--- config.mk ---
export PLATFORM = sky130hd
export DESIGN_NAME = b_history_trainer
export DESIGN_NICKNAME = d
export VERILOG_FILES = /design/src/rtl/b_history_trainer_pkg.sv /design/src/rtl/b_pending_fifo.sv /design/src/rtl/b_history_trainer.sv
export SDC_FILE = /design/constraint.sdc
export NUM_CORES = 1
export LEC_CHECK = 0
export CORE_MARGIN = 2
export CORE_UTILIZATION = 25
export CTS_BUF_LIST = sky130_fd_sc_hd__clkbuf_16
export CTS_CLUSTER_SIZE = 8
export DETAILED_ROUTE_END_ITERATION = 10
export PLACE_DENSITY = 0.54
export RECOVER_POWER = 50
export SLEW_MARGIN = 20
export SYNTH_ARGS = -nofsm -noshare
export SYNTH_HDL_FRONTEND = slang
export SYNTH_SLANG_ARGS = --single-unit
--- constraint.sdc ---
create_clock -name i_clk -period 5.37 [get_ports i_clk]
set_clock_uncertainty 0.1 [all_clocks]
set_input_delay 1.3425 -clock i_clk [delete_from_list [all_inputs] [get_ports i_clk]]
set_output_delay 1.3425 -clock i_clk [all_outputs]
set_load 0.005 [all_outputs]
--- src/rtl/b_history_trainer_pkg.sv ---
// Shared types for the B-branch history trainer: widths, FSM states,
// pending-entry layout and the saturating weight step.
package b_history_trainer_pkg;

  localparam int DEF_DEPTH = 8;
  localparam int LANES     = 4;
  localparam int WEIGHT_W  = 8;
  localparam int GHR_W     = 20;
  localparam int NWT       = 9;

  typedef enum logic {
    NORMAL = 1'b0,
    B      = 1'b1
  } br_type_e;

  typedef enum logic {
    S_IDLE  = 1'b0,
    S_TRAIN = 1'b1
  } state_e;

  typedef struct packed {
    logic [1:0]       lane;
    logic             pred_dir;
    logic [GHR_W-1:0] ghr_snap;
  } entry_t;

  localparam logic [WEIGHT_W-1:0] W_MAX =
    {1'b0, {(WEIGHT_W-1){1'b1}}};
  localparam logic [WEIGHT_W-1:0] W_MIN =
    {1'b1, {(WEIGHT_W-1){1'b0}}};

  function automatic logic [WEIGHT_W-1:0] sat_step(
    input logic [WEIGHT_W-1:0] w,
    input logic                up
  );
    if (up)
      return (w == W_MAX) ? w : w + 1'b1;
    else
      return (w == W_MIN) ? w : w - 1'b1;
  endfunction

endpackage

--- src/rtl/b_pending_fifo.sv ---
// In-order pending-B FIFO: up to LANES pushes and one pop per cycle,
// synchronous clear on mispredict, occupancy output.
module b_pending_fifo
  import b_history_trainer_pkg::*;
#(
  parameter int DEPTH = DEF_DEPTH,
  localparam int PW   = $clog2(DEPTH)
) (
  input  logic                  clk,
  input  logic                  rst_n,
  input  logic                  clr,
  input  logic [2:0]            push_n,
  input  entry_t [LANES-1:0]    push_data,
  input  logic                  pop,
  output entry_t                head,
  output logic [PW:0]           occ
);

  entry_t        mem [DEPTH];
  logic [PW-1:0] wr;
  logic [PW-1:0] rd;

  always_ff @(posedge clk) begin
    if (!clr) begin
      for (int i = 0; i < LANES; i++) begin
        if (3'(i) < push_n)
          mem[wr + PW'(i)] <= push_data[i];
      end
    end
  end

  always_ff @(posedge clk or negedge rst_n) begin
    if (!rst_n) begin
      wr  <= '0;
      rd  <= '0;
      occ <= '0;
    end else if (clr) begin
      wr  <= '0;
      rd  <= '0;
      occ <= '0;
    end else begin
      wr  <= wr + PW'(push_n);
      rd  <= rd + PW'(pop);
      occ <= occ + (PW+1)'(push_n)
                 - (PW+1)'(pop);
    end
  end

  assign head = mem[rd];

endmodule

--- src/rtl/b_history_trainer.sv ---
// B-history trainer: pending FIFO, speculative/architectural GHR and
// 4x9 perceptron training FSM. B_TRAIN_STATS_EN adds fire/mispredict counters.
module b_history_trainer
  import b_history_trainer_pkg::*;
#(
  parameter int DEPTH = DEF_DEPTH
) (
  input  logic         i_clk,
  input  logic         i_rst_n,
  input  logic         i_predValid,
  input  logic [2:0]   i_passBNum_3,
  input  logic         i_predictGotJ,
  input  logic         i_gotErr,
  output logic         o_pushReady,
  input  logic         i_resolveValid,
  input  logic         i_resolveTaken,
  output logic         o_resolveReady,
  output logic         o_flush,
  output logic [19:0]  o_ghr_20,
  output logic [287:0] o_weights_288,
  output logic [7:0]   o_pendingB_8
`ifdef B_TRAIN_STATS_EN
  ,
  output logic [31:0]  o_resolvedCnt_32,
  output logic [31:0]  o_mispredCnt_32
`endif
);

  localparam int PW = $clog2(DEPTH);

  state_e state_q, state_d;
  logic [3:0]       k_q;
  logic [1:0]       tr_lane;
  logic [GHR_W-1:0] tr_snap;
  logic             tr_taken;
  logic [GHR_W-1:0] spec_ghr;
  logic [GHR_W-1:0] arch_ghr;
  logic             flush_q;
  logic [LANES-1:0][NWT-1:0][WEIGHT_W-1:0] weights;

  entry_t             head;
  entry_t [LANES-1:0] push_data;
  logic [PW:0]        occ;
  logic [2:0]         n_eff;
  logic [2:0]         push_cnt;
  logic               push_ok;
  logic               fire;
  logic               mis;
  logic               up;
  logic [GHR_W-1:0]   arch_next;

  assign n_eff = (i_passBNum_3 > 3'd4) ? 3'd4
                                       : i_passBNum_3;

  assign o_pushReady =
    (int'(occ) + LANES) <= DEPTH;
  assign o_resolveReady =
    (state_q == S_IDLE) && (occ != '0);

  assign push_ok = i_predValid & ~i_gotErr
                 & o_pushReady & (n_eff != 3'd0);
  assign push_cnt = push_ok ? n_eff : 3'd0;

  assign fire = i_resolveValid & o_resolveReady;
  assign mis  = fire
              & (i_resolveTaken != head.pred_dir);
  assign arch_next =
    {arch_ghr[GHR_W-2:0], i_resolveTaken};

  // Only the last consumed B of a group can carry a taken prediction.
  always_comb begin
    for (int i = 0; i < LANES; i++) begin
      push_data[i].lane     = 2'(i);
      push_data[i].pred_dir = i_predictGotJ
        & (3'(i) == n_eff - 3'd1);
      push_data[i].ghr_snap = spec_ghr;
    end
  end

  b_pending_fifo #(.DEPTH(DEPTH)) u_fifo (
    .clk       (i_clk),
    .rst_n     (i_rst_n),
    .clr       (mis),
    .push_n    (push_cnt),
    .push_data (push_data),
    .pop       (fire),
    .head      (head),
    .occ       (occ)
  );

  always_ff @(posedge i_clk or negedge i_rst_n) begin
    if (!i_rst_n)
      state_q <= S_IDLE;
    else
      state_q <= state_d;
  end

  always_comb begin
    state_d = state_q;
    unique case (state_q)
      S_IDLE:
        if (mis) state_d = S_TRAIN;
      S_TRAIN:
        if (k_q == 4'd8) state_d = S_IDLE;
      default:
        state_d = S_IDLE;
    endcase
  end

  // k==8 is the bias, which tracks the outcome alone.
  assign up = (k_q == 4'd8)
            ? tr_taken
            : (tr_taken == tr_snap[5'(k_q)]);

  always_ff @(posedge i_clk or negedge i_rst_n) begin
    if (!i_rst_n) begin
      k_q      <= '0;
      tr_lane  <= '0;
      tr_snap  <= '0;
      tr_taken <= 1'b0;
      spec_ghr <= '0;
      arch_ghr <= '0;
      flush_q  <= 1'b0;
      weights  <= '0;
    end else begin
      flush_q <= mis;
      if (fire)
        arch_ghr <= arch_next;
      if (mis)
        spec_ghr <= arch_next;
      else if (push_ok)
        spec_ghr <= (spec_ghr << n_eff)
                  | GHR_W'(i_predictGotJ);
      if (mis) begin
        tr_lane  <= head.lane;
        tr_snap  <= head.ghr_snap;
        tr_taken <= i_resolveTaken;
        k_q      <= '0;
      end else if (state_q == S_TRAIN) begin
        k_q <= k_q + 4'd1;
        weights[tr_lane][k_q] <=
          sat_step(weights[tr_lane][k_q], up);
      end
    end
  end

`ifdef B_TRAIN_STATS_EN
  logic [31:0] res_cnt;
  logic [31:0] mis_cnt;

  always_ff @(posedge i_clk or negedge i_rst_n) begin
    if (!i_rst_n) begin
      res_cnt <= '0;
      mis_cnt <= '0;
    end else begin
      if (fire) res_cnt <= res_cnt + 32'd1;
      if (mis)  mis_cnt <= mis_cnt + 32'd1;
    end
  end

  assign o_resolvedCnt_32 = res_cnt;
  assign o_mispredCnt_32  = mis_cnt;
`endif

  assign o_flush       = flush_q;
  assign o_ghr_20      = spec_ghr;
  assign o_weights_288 = weights;
  assign o_pendingB_8  = 8'(occ);

endmodule
==> metrics.txt <==
outcome=complete, but fails checks; failing checks=max-capacitance violations, max-slew violations; Worst Min Path Start=u_fifo.mem[5][21]; final hold viol count=0; number of H-tree levels=3; antenna violations before repair=1; All-Layer GR Usage=16.6%; EDFF count, synth=136; dpl hpwl=61,800 µm; maximum clock path buffer count=3; Final Max Slew Viols=144; largest net degree at the start of global routing=104; Final setup viols=0; CP delay by family, top=compound AO/OA/AOI/OAI gates; share of synthesized flip-flops with an asynchronous set or reset=70.4%; clock transition at the registers of the reported paths=0.05 ns; Sink Count=514; CTS buffer count=76; peak supply drop=0.743 mV; Vias/cell=4.91; die height=317 µm; Wirelength per Cell=23.7 µm; Final #Nets=2,328; Starting Density=25.2%; reg-to-reg slack, setup=0.52 ns; Fmax=0.206 GHz; flops & latches, synth=514; die area=100,000 µm²; CP cell instances=buf_12 > mux2i_1 > a22o_1 > o31ai_1 > a311oi_4 > inv_1 > ha_1 > inv_1 > a221oi_2 > a31oi_1 > nand2b_1 > a31oi_4 > buf_4 > o21ai_0; DR pass1 iterations=5; Final ANT Viol Nets=0; ratio of cells with drive above 1 in the final layout=19.3%; Avg Cell Area, Syn=12.4 µm²; GRT met1 Usage=21.0%; Clock Latency Late Sink=0.62 ns; global-route wire length before repair=124,000 µm; Main synth FF type=dfrtp_1; Congestion Overflow GR=0; setup TNS=0 ns; Pleak=12.9 nW; # IOs=329; Clock Tree Root=clkbuf_16; Ys Warns=0; PD cells=687 nW/µm²; Routability Congestion=0.881; CP Max Fanout=36; Crit path largest cell delay=0.79 ns; drc violations=0; Reg2Reg Depth=14; startpoint types=flip-flop; Layout area overhead=27.6%; Setup CP Type=flip-flop to flip-flop; Distinct cells, synth=93; GR Util met3=3.74%; Cell Area, Synth=24,400 µm²; Core Region=96,900 µm²; Crit Reg-Reg Startpoint=tr_lane[0]; clock period minus worst slack=4.85 ns; WL final=85,400 µm; Tcrit/Tclk final=90.2%; Fin Hold WS=0.347 ns; GRT busiest layer=met2; WP depth=14; critical path capture point type=flip-flop; Antenna Cells=0; post-CTS setup repair buffer count=0; PortBufs=324; total power draw=0.0214 W; Inst Count DP=3,496; CTS resizes=0; max cap viols=2; worst hold path depth=2; Initial DRC Count=1,564; Slew headroom=-77.5%; most used cell, CP=inv_1; Worst EP arrival=5.19 ns; CP required=5.72 ns; WP buf/inv=4; via count=17,700; width of the die=317 µm; CTS tree=built; vias in the first global route=17,800; Reg-to-Reg End=o_weights_288[25]; cts hold-fix bufs=0; final std cells w/o fill=3,608; grt met2 use=28.5%; row cnt=114; Cells after Synth=1,973; Worst Tran Pin Value=2.66 ns; sequential-to-total area share from yosys stat=55.1%; unrepaired setup endpoints after global routing=no; CP max stage cell=dfrtp_4; class of the worst hold path=flip-flop to flip-flop; Worst Hold Path EP=u_fifo.mem[5][21]
==> worst max-delay path by stage <==
stage | start | slack [ns] | endpoint
CTS | tr_lane[0] | 0.51 | o_weights_288[25]
detailed placement | tr_lane[0] | 0.55 | o_weights_288[25]
global route | tr_lane[0] | 0.31 | o_weights_288[1]
finish | tr_lane[0] | 0.52 | o_weights_288[25]
global placement | tr_lane[0] | 0.50 | o_weights_288[25]
floorplan | i_gotErr | 1.46 | u_fifo.mem[6][0]
==> cells in the final DEF, fill, tap and decap left out, drive strengths merged, types with 4 or more instances in the layout <==
cell,n
and2,19
dfrtp,362
xor2,5
xnor2,13
nor2,94
nor2b,20
inv,54
ha,18
a221oi,4
nand2b,8
nand2,245
o31ai,8
mux4,71
conb,4
and3,13
clkinv,4
dlygate4sd3,135
a211oi,16
mux2i,122
clkbuf,84
mux2,175
a21o,8
a22o,16
or3,6
o21ai,187
nor3,13
dfxtp,16
a31oi,11
or3b,4
a21oi,80
a22oi,21
nand3b,4
edfxtp,136
buf,54
nand3,55
nand4,11
clkdlybuf4s50,188
==> Yosys cell counts (6+ instances only) <==
| cell | instances | share of area (%) |
|---|---|---|
| a211oi_1 | 12 | 0.37 |
| a21o_1 | 8 | 0.25 |
| a21oi_1 | 79 | 1.6 |
| a22o_1 | 16 | 0.57 |
| a22oi_1 | 21 | 0.64 |
| a31oi_1 | 10 | 0.26 |
| and2_1 | 18 | 0.46 |
| and3_1 | 12 | 0.31 |
| buf_1 | 13 | 0.20 |
| buf_2 | 21 | 0.43 |
| buf_4 | 6 | 0.18 |
| buf_6 | 14 | 0.64 |
| clkbuf_1 | 76 | 1.2 |
| dfrtp_1 | 362 | 37 |
| dfxtp_1 | 16 | 1.3 |
| edfxtp_1 | 136 | 17 |
| ha_1 | 18 | 0.92 |
| inv_1 | 23 | 0.35 |
| mux2_2 | 162 | 7.5 |
| mux2_4 | 11 | 0.68 |
| mux2i_1 | 122 | 5.0 |
| mux4_1 | 6 | 0.64 |
| mux4_2 | 65 | 6.0 |
| nand2_1 | 243 | 3.7 |
| nand2b_1 | 8 | 0.20 |
| nand3_1 | 51 | 1.0 |
| nand4_1 | 10 | 0.26 |
| nor2_1 | 94 | 1.4 |
| nor2b_1 | 20 | 0.51 |
| nor3_1 | 13 | 0.27 |
| o21ai_0 | 159 | 3.3 |
| o21ai_1 | 8 | 0.16 |
| o21ai_2 | 20 | 0.72 |
| o31ai_1 | 7 | 0.21 |
| or3_1 | 6 | 0.15 |
| xnor2_1 | 11 | 0.39 |
==> metal layers <==
metal  share of wire (%)  vias to the layer above
met2                  49                      627
met3                 6.6                      130
met1                  41                     9083
met4                 2.8                        0
met5                   0                        -
li1                    -                     7888
==> tightest hold or removal path, stage by stage, from the launching register on <==
cell	delay, ns
dfxtp_1	0.31
nand2_1	0.05
nand2_1	0.04
==> logic make-up (layout without fill, tap and decap cells) <==
logic type / count (synthesis) / count (layout) / share of synthesized area [%]
AO/OA/AOI/OAI: 381 / 381 / 10.1
XOR/XNOR: 18 / 18 / 0.752
adder cells (fa/ha/maj): 20 / 20 / 1.09
buffers and inverters: 164 / 520 / 3.53
flip-flops: 514 / 514 / 55.1
multiplexers: 368 / 368 / 19.9
other: 1 / 4 / 0.0153
AND/OR/NAND/NOR: 507 / 507 / 9.57
==> cell type report <==
class / count / area, µm²
Inverter: 24 / 90.1
Clock inverter: 35 / 203
Multi-Input combinational cell: 1298 / 10200
Clock buffer: 77 / 1930
Tap cell: 1276 / 1600
Timing Repair Buffer: 384 / 3730
Fill cell: 9613 / 65700
Sequential cell: 514 / 13500
==> power breakdown <==
part | leakage [nW] | internal [W] | total, W | switching, W
sequential | 6.14 | 0.00533 | 0.00684 | 0.00151
combinational | 5.59 | 0.00423 | 0.0102 | 0.00602
clock | 1.14 | 0.00260 | 0.00433 | 0.00174
==> state kept, by name (all words and copies together), names as in the netlist <==
register       count
arch_ghr          19
k_q                4
o_flush            1
o_ghr_20          20
o_weights_288    288
state_q            1
tr_lane            2
tr_snap           16
tr_taken           1
u_fifo.mem       152
u_fifo.occ         4
u_fifo.rd          3
u_fifo.wr          3
==> metrics by stage <==
step           cell area (µm²)  util, %  worst slack [ns]
2_1_floorplan            24500        -              1.46
3_3_place_gp             29100     30.1             0.495
3_5_place_dp             29100     30.1             0.549
4_1_cts                  31200     32.3             0.507
5_1_grt                  31200     32.2             0.312
6_report                 31200     32.2             0.525
(Power assumes the default switching activity.)
